### src/rtl/inst_fifo.sv
// Dual-issue instruction queue between fetch and decode.
// Optional same-cycle bypass on an empty queue: INST_FIFO_BYPASS_EN.
module inst_fifo #(
  parameter int DEPTH = 16
) (
  input  logic        clk,
  input  logic        rst,
  input  logic        flush,
  input  logic        in_valid_1,
  input  logic        in_valid_2,
  input  logic [31:0] in_inst_1,
  input  logic [31:0] in_inst_2,
  input  logic [31:0] in_pc_1,
  input  logic [31:0] in_pc_2,
  output logic        full,
  output logic        empty,
  output logic        out_valid_1,
  output logic        out_valid_2,
  output logic [31:0] out_inst_1,
  output logic [31:0] out_inst_2,
  output logic [31:0] out_pc_1,
  output logic [31:0] out_pc_2,
  input  logic        read_en_1,
  input  logic        read_en_2
);

  localparam int AW = $clog2(DEPTH);
  localparam int CW = AW + 1;

  typedef struct packed {
    logic [31:0] inst;
    logic [31:0] pc;
  } entry_t;

  entry_t        r_mem [DEPTH];
  logic [AW-1:0] r_rptr;
  logic [AW-1:0] r_wptr;
  logic [CW-1:0] r_count;

  logic          w_byp;
  logic          w_sv1;
  logic          w_sv2;
  entry_t        w_head;
  entry_t        w_next;
  entry_t        w_slot1;
  entry_t        w_slot2;
  entry_t        w_d0;
  logic          w_r1;
  logic          w_r2;
  logic [1:0]    w_nr;
  logic [1:0]    w_nrp;
  logic [1:0]    w_nw;
  logic [CW:0]   w_free;
  logic          w_acc1;
  logic          w_acc2;

`ifdef INST_FIFO_BYPASS_EN
  assign w_byp = (r_count == '0) && !flush && !rst;
`else
  assign w_byp = 1'b0;
`endif

  assign w_sv1   = r_count >= CW'(1);
  assign w_sv2   = r_count >= CW'(2);
  assign w_head  = r_mem[r_rptr];
  assign w_next  = r_mem[r_rptr + AW'(1)];
  assign w_slot1 = '{inst: in_inst_1, pc: in_pc_1};
  assign w_slot2 = '{inst: in_inst_2, pc: in_pc_2};

  always_comb begin
    out_valid_1 = w_sv1;
    out_valid_2 = w_sv2;
    out_inst_1  = w_sv1 ? w_head.inst : '0;
    out_pc_1    = w_sv1 ? w_head.pc   : '0;
    out_inst_2  = w_sv2 ? w_next.inst : '0;
    out_pc_2    = w_sv2 ? w_next.pc   : '0;
    if (w_byp) begin
      out_valid_1 = in_valid_1;
      out_valid_2 = in_valid_1 && in_valid_2;
      out_inst_1  = in_valid_1 ? in_inst_1 : '0;
      out_pc_1    = in_valid_1 ? in_pc_1   : '0;
      out_inst_2  = out_valid_2 ? in_inst_2 : '0;
      out_pc_2    = out_valid_2 ? in_pc_2   : '0;
    end
  end

  assign w_r1 = read_en_1 && out_valid_1;
  assign w_r2 = w_r1 && read_en_2 && out_valid_2;
  assign w_nr = {1'b0, w_r1} + {1'b0, w_r2};

  // Space freed by this cycle's reads is usable by this cycle's writes
  assign w_free = (CW+1)'(DEPTH) - {1'b0, r_count} + (CW+1)'(w_nr);
  assign w_acc1 = in_valid_1 && (w_free >= (CW+1)'(1));
  assign w_acc2 = in_valid_1 && in_valid_2 && (w_free >= (CW+1)'(2));

  always_comb begin
    w_nw  = {1'b0, w_acc1} + {1'b0, w_acc2};
    w_nrp = w_nr;
    w_d0  = w_slot1;
    if (w_byp) begin
      w_nrp = 2'd0;
      w_nw  = {1'b0, w_acc1} + {1'b0, w_acc2} - w_nr;
      if (w_r1) w_d0 = w_slot2;
    end
  end

  always_ff @(posedge clk or posedge rst) begin
    if (rst) begin
      r_rptr  <= '0;
      r_wptr  <= '0;
      r_count <= '0;
    end else if (flush) begin
      r_rptr  <= '0;
      r_wptr  <= '0;
      r_count <= '0;
    end else begin
      r_wptr  <= r_wptr + AW'(w_nw);
      r_rptr  <= r_rptr + AW'(w_nrp);
      r_count <= r_count + CW'(w_nw) - CW'(w_nrp);
    end
  end

  always_ff @(posedge clk) begin
    if (!rst && !flush) begin
      if (w_nw != 2'd0) r_mem[r_wptr] <= w_d0;
      if (w_nw == 2'd2) r_mem[r_wptr + AW'(1)] <= w_slot2;
    end
  end

  assign full  = r_count > CW'(DEPTH - 2);
  assign empty = r_count == '0;

endmodule

### config.mk
export PLATFORM = sky130hd
export DESIGN_NAME = inst_fifo
export DESIGN_NICKNAME = d
export VERILOG_FILES = /design/src/rtl/inst_fifo.sv
export SDC_FILE = /design/constraint.sdc
export NUM_CORES = 2
export LEC_CHECK = 0
export ABC_AREA = 1
export CAP_MARGIN = 40
export CORE_MARGIN = 2
export CORE_UTILIZATION = 30
export DETAILED_ROUTE_END_ITERATION = 16
export PLACE_DENSITY = 0.5
export SLEW_MARGIN = 5
export SYNTH_ARGS = -nofsm -noshare
export SYNTH_HDL_FRONTEND = slang
export SYNTH_SLANG_ARGS = --single-unit
### constraint.sdc
create_clock -name clk -period 5.7 [get_ports clk]
set_clock_uncertainty 0.05 [all_clocks]
set_input_delay 0.855 -clock clk [delete_from_list [all_inputs] [get_ports clk]]
set_output_delay 0.855 -clock clk [all_outputs]
set_load 0.02 [all_outputs]
# == Yosys cells after proc, flatten, opt, wreduce, memory -nomap -nowiden ==
# Memory sizes are Yosys's and may differ from the RTL's.
# Cells that the tools add are included.
# word_totals
mem_bits_ro,0
latchBits,0
reg_bits,13
word_cells,44
ram_bits,1024
memories,1
inputBits,135
out_inout_bits,132
# classes
eq_ne,1
n_lt_le_gt_ge,5
mux,13
addsub,10
n_reduce_logical,11
n_mul,0
n_shift,0
bitwise,0
div,0
# memory_table
memory,depth,width,read_ports,rd_ports_with_merged_regs,write_ports,line_no,source
r_mem,16,64,2,0,2,35,entry_t r_mem [DEPTH];
# ops
operator,n
$mux W32,4
$add A4 B1 Y4 const B,2
$add A4 B2 Y4,2
$mux W4,2
$logic_and A1 B1 Y1,7
$add A6 B2 Y6,1
$ge A6 B1 Y1 const B,1
$ge A6 B2 Y1 const B,1
$mux W1,6
$sub A5 B5 Y6 const A,1
$add A5 B2 Y5,1
$ge A5 B1 Y1 const B,1
$ge A5 B2 Y1 const B,1
$gt A5 B4 Y1 const B,1
$logic_not A5 Y1,1
$mux W5,1
$sub A5 B2 Y5,1
$add A1 B1 Y2,2
$eq A2 B2 Y1 const B,1
$logic_not A1 Y1,2
$reduce_bool A2 Y1,1

# == Logic depth before layout (Yosys ltp) ==
# logic_depth
depth_word,13
mapped_depth,30
mapped_depth_nobuf,29

# == Worst setup path before layout ==
# OpenSTA, ideal clock, no wires.
# synth_path
path_type,reg2reg
from,reg r_count[3]
to,"mem r_mem[2][0] in the netlist's numbering, enable pin"
setup_slack_ns,0.765
arrival_time_ns,4.461
path_stages_with_launch,21
cell_sequence,dfrtp_1 inv_1 ha_1 nand3_1 nand3_1 nand3_1 ha_1 inv_1 ha_1 inv_1 nand2_1 nand2_1 nand2_1 o21ai_0 a21oi_1 inv_1 ha_1 nor3_1 buf_2 nand2_1 nand2_1
# synth_rtl
item,line_no,source
from (decl),38,logic [CW-1:0] r_count;
from (signal assigned),119,r_count <= r_count + CW'(w_nw) - CW'(w_nrp);
to (decl),35,

# == Final worst setup path ==
# layout_path
from,reg r_rptr[0]
to,out out_pc_2[14]
# layout_via
elab_chain_len,3
# layout_lines
item,line_no,source
from (decl),36,logic [AW-1:0] r_rptr;
from (signal assigned),118,r_rptr <= r_rptr + AW'(w_nrp);
$add A4 B1 Y4,66,assign w_next = r_mem[r_rptr + AW'(1)];
$mem_v2 Z16 W64,--,
$mux W32,76,out_pc_2 = w_sv2 ? w_next.pc : '0;
to (decl),22,"output logic [31:0] out_pc_2,"
# No other way between the ends.

==> impl_metrics.ini <==
[timing]
maxSlewViolCount = 0
setup_ws_ns = 0.146
worst_slew_pin_slew_ns = 1.18
rsz0062_at_grt = false
timing.hold.ws_ns = 0.548
fin_crit_sh = 0.974
max-slew-margin-rel = 0.212
setup_viol = 0
fmax_ghz = 0.180
tns_ns = 0
fin_crit_ns = 5.55
final_hold_viol_count = 0

[run]
cap_violations = 0

[setup_path]
crit_required_ns = 4.80
cp.arrival_ns = 4.65
reg2reg_depth = 28
r2r-start = r_count[3]
reg2reg_slack_ns = 1.20
path_max_fanout = 72
crit_type = flop to primary output
cp-endpoint = out_pc_2[14]
crit_path_start = r_rptr[0]
endpoint_kind = primary output
reg2reg_to = r_count[4]
start_kind = flop

[cts]
cts_resized = 0
cts.sinks = 1037
clk_latency_ns = 0.77
htreeDepth = 3
cts_tree = built
clk_path_buf_depth = 3
root_buffer = clkbuf_16
cts_buffers = 119
cts_hold_buf = 0
cts_setup_buffers = 0
clk_pin_slew_ns = 0.06

[route]
via_count = 56503
drc = 0
viasPerCell = 5.56
drt_iter0_drc = 6960
wl_um = 256000
drt_first_pass_iters = 6
avgRoutedWirePerCell_um = 25.2
ant_nets = 0

[layout]
syn2layout_area_growth_pct = 14.6
stdcell_count = 10156
nFillCells = 20873
post-route-util = 0.346
nNetsFinal = 7512
drive_gt1_frac = 0.0628

[yosys]
synth-main-ff-cell = edfxtp_1
synth_edf_count = 1024
yosysSeqAreaShare = 0.502
synth_seq_cells = 1037
synth.top_cell.area_share = 0.497
ys_types = 43
synth_compound_area_frac = 0.263
yosysTopAreaCell = edfxtp_1
synth_area_leaders = edfxtp_1, o21ai_0, nand2_1, a21oi_1, inv_1
synth_most_common_cell = o21ai_0
synth_mux_area_frac = 0
synthSimpleGateAreaFrac = 0.142
syn_area_per_cell_um2 = 8.12
synth_top_family_by_area = compound AO/OA/AOI/OAI gates
yosysWarnings = 0
synth_nets = 7781
synth_cells = 7625
synth-xor-area-share = 0.000990
syn_area_mm2 = 0.0619
synth_fa_ha_area_frac = 0.00449
async_flop_share = 0.0125
synth_common_cells = o21ai_0, nand2_1, edfxtp_1

[floorplanning]
ios = 267
core_region_area_mm2 = 0.205
num_rows = 166
fp.dieW_um = 458
die_h_um = 458
start_util = 0.302
die_area_mm2 = 0.210

[global_routing]
grt_start_max_net_pins = 239
overflow = 0
met3_usage = 0.0325
antenna_found_initial = 23
grt_pass1_wl_um = 366000
grt_use_met2 = 0.372
grtUsageTotal = 0.236
gr-usage-met1 = 0.324
gr-max-usage-layer = met2
grt_pass1_vias = 52231

[placement]
io_buffers = 266
place.gp.congestion = 0.810
detailed_place_hpwl_um = 141000
dp.cells = 9923
pre_cts_slack_ns = 0.838

[power]
combPwrFrac = 0.489
powerDensity_mw_per_mm2 = 447
switchingPower_uw = 13900
pwr-share-seq = 0.277
vdd_drop_max_uv = 541
p_clk_frac = 0.234
p_leak_uw = 0.0275
p_int_uw = 17700
p_sw_frac = 0.440

[min_path]
hold_class = input port to asynchronous set/reset pin

[status]
status = finished clean
-- cells by family after synthesis --
group,after synthesis
buffers and inverters,1322
adder cells (fa/ha/maj),21
XOR/XNOR,4
flip-flops,1037
AO/OA/AOI/OAI,3059
AND/OR/NAND/NOR,2182
-- state kept, by name, summed over array words and instances, names as in the netlist --
name	cells
r_rptr	4
r_mem	1024
r_count	5
r_wptr	4
-- worst min path at each step --
stage,cells after the start,startpoint,end
after floorplan,2,r_wptr[3],r_wptr[3]
after global placement,2,r_wptr[3],r_wptr[3]
after detailed placement,2,r_wptr[3],r_wptr[3]
after CTS,2,rst,r_wptr[0]
after global routing,2,rst,r_wptr[0]
final,2,rst,r_wptr[0]
-- power groups by stage --
stage / Clock [uW] / Combinational (uW) / Sequential (uW)
floorplan: 0 / 9150 / 8830
global placement: 0 / 15000 / 8920
detailed placement: 0 / 15400 / 8930
CTS: 7520 / 15400 / 8770
global route: 7790 / 16700 / 8780
finish: 7420 / 15500 / 8770
-- cell usage in the layout (no fill, tap or decap), drive strengths merged --
cell type / netlist / layout
clkbuf: 422 / 150
edfxtp: 1024 / 1024
o221ai: 14 / 14
a211oi: 2 / 2
nand3: 342 / 342
o22ai: 36 / 36
nor3: 3 / 3
a21o: 1 / 1
a22o: 7 / 7
o21a: 6 / 6
clkinvlp: 0 / 4
dfrtp: 13 / 13
clkdlybuf4s50: 0 / 254
xor2: 2 / 2
clkinv: 0 / 59
nor2: 397 / 397
bufinv: 0 / 5
nor3b: 1 / 1
buf: 417 / 195
o211ai: 163 / 163
or2: 45 / 45
o2111ai: 1 / 1
nand4: 2 / 2
a31oi: 24 / 24
fa: 2 / 2
nand2: 1392 / 1392
o211a: 19 / 19
o21ai: 1928 / 1928
a221oi: 40 / 40
xnor2: 2 / 2
inv: 483 / 486
diode: 0 / 12
a21oi: 818 / 818
ha: 19 / 19
-- per-stage QoR --
step           instance area (um2)  total power, uW
4_1_cts                      70900            31700
3_3_place_gp                 67000            23900
6_report                     70900            31700
3_5_place_dp                 67300            24300
2_1_floorplan                61900            18000
5_1_grt                      70900            33200
-- critical path, stage by stage (launching register included) --
cell	delay, ns
dfrtp_4	0.74
ha_4	0.33
inv_8	0.25
buf_16	0.39
buf_4	0.46
o21ai_0	0.17
o211ai_1	0.22
nand3_1	0.13
a21oi_1	0.76
buf_4	0.28
-- routing by layer --
metal | part of all wire | wire (um)
met5 | 0.00036 | 92
met4 | 0.039 | 9850
met3 | 0.084 | 21400
met2 | 0.45 | 115000
met1 | 0.43 | 109000
-- layout make-up --
cell class	instances	area, um2	area share
multi-input cells	5266	25700	0.362
clock inverters	71	503	0.00709
diodes	12	30.0	0.000423
clock buffers	150	3120	0.0439
inverters	483	1850	0.0261
repair buffers	449	5280	0.0745
well taps	2688	3360	0.0474
flip-flops and latches	1037	31100	0.438
Power figures use the tool's default switching activity.
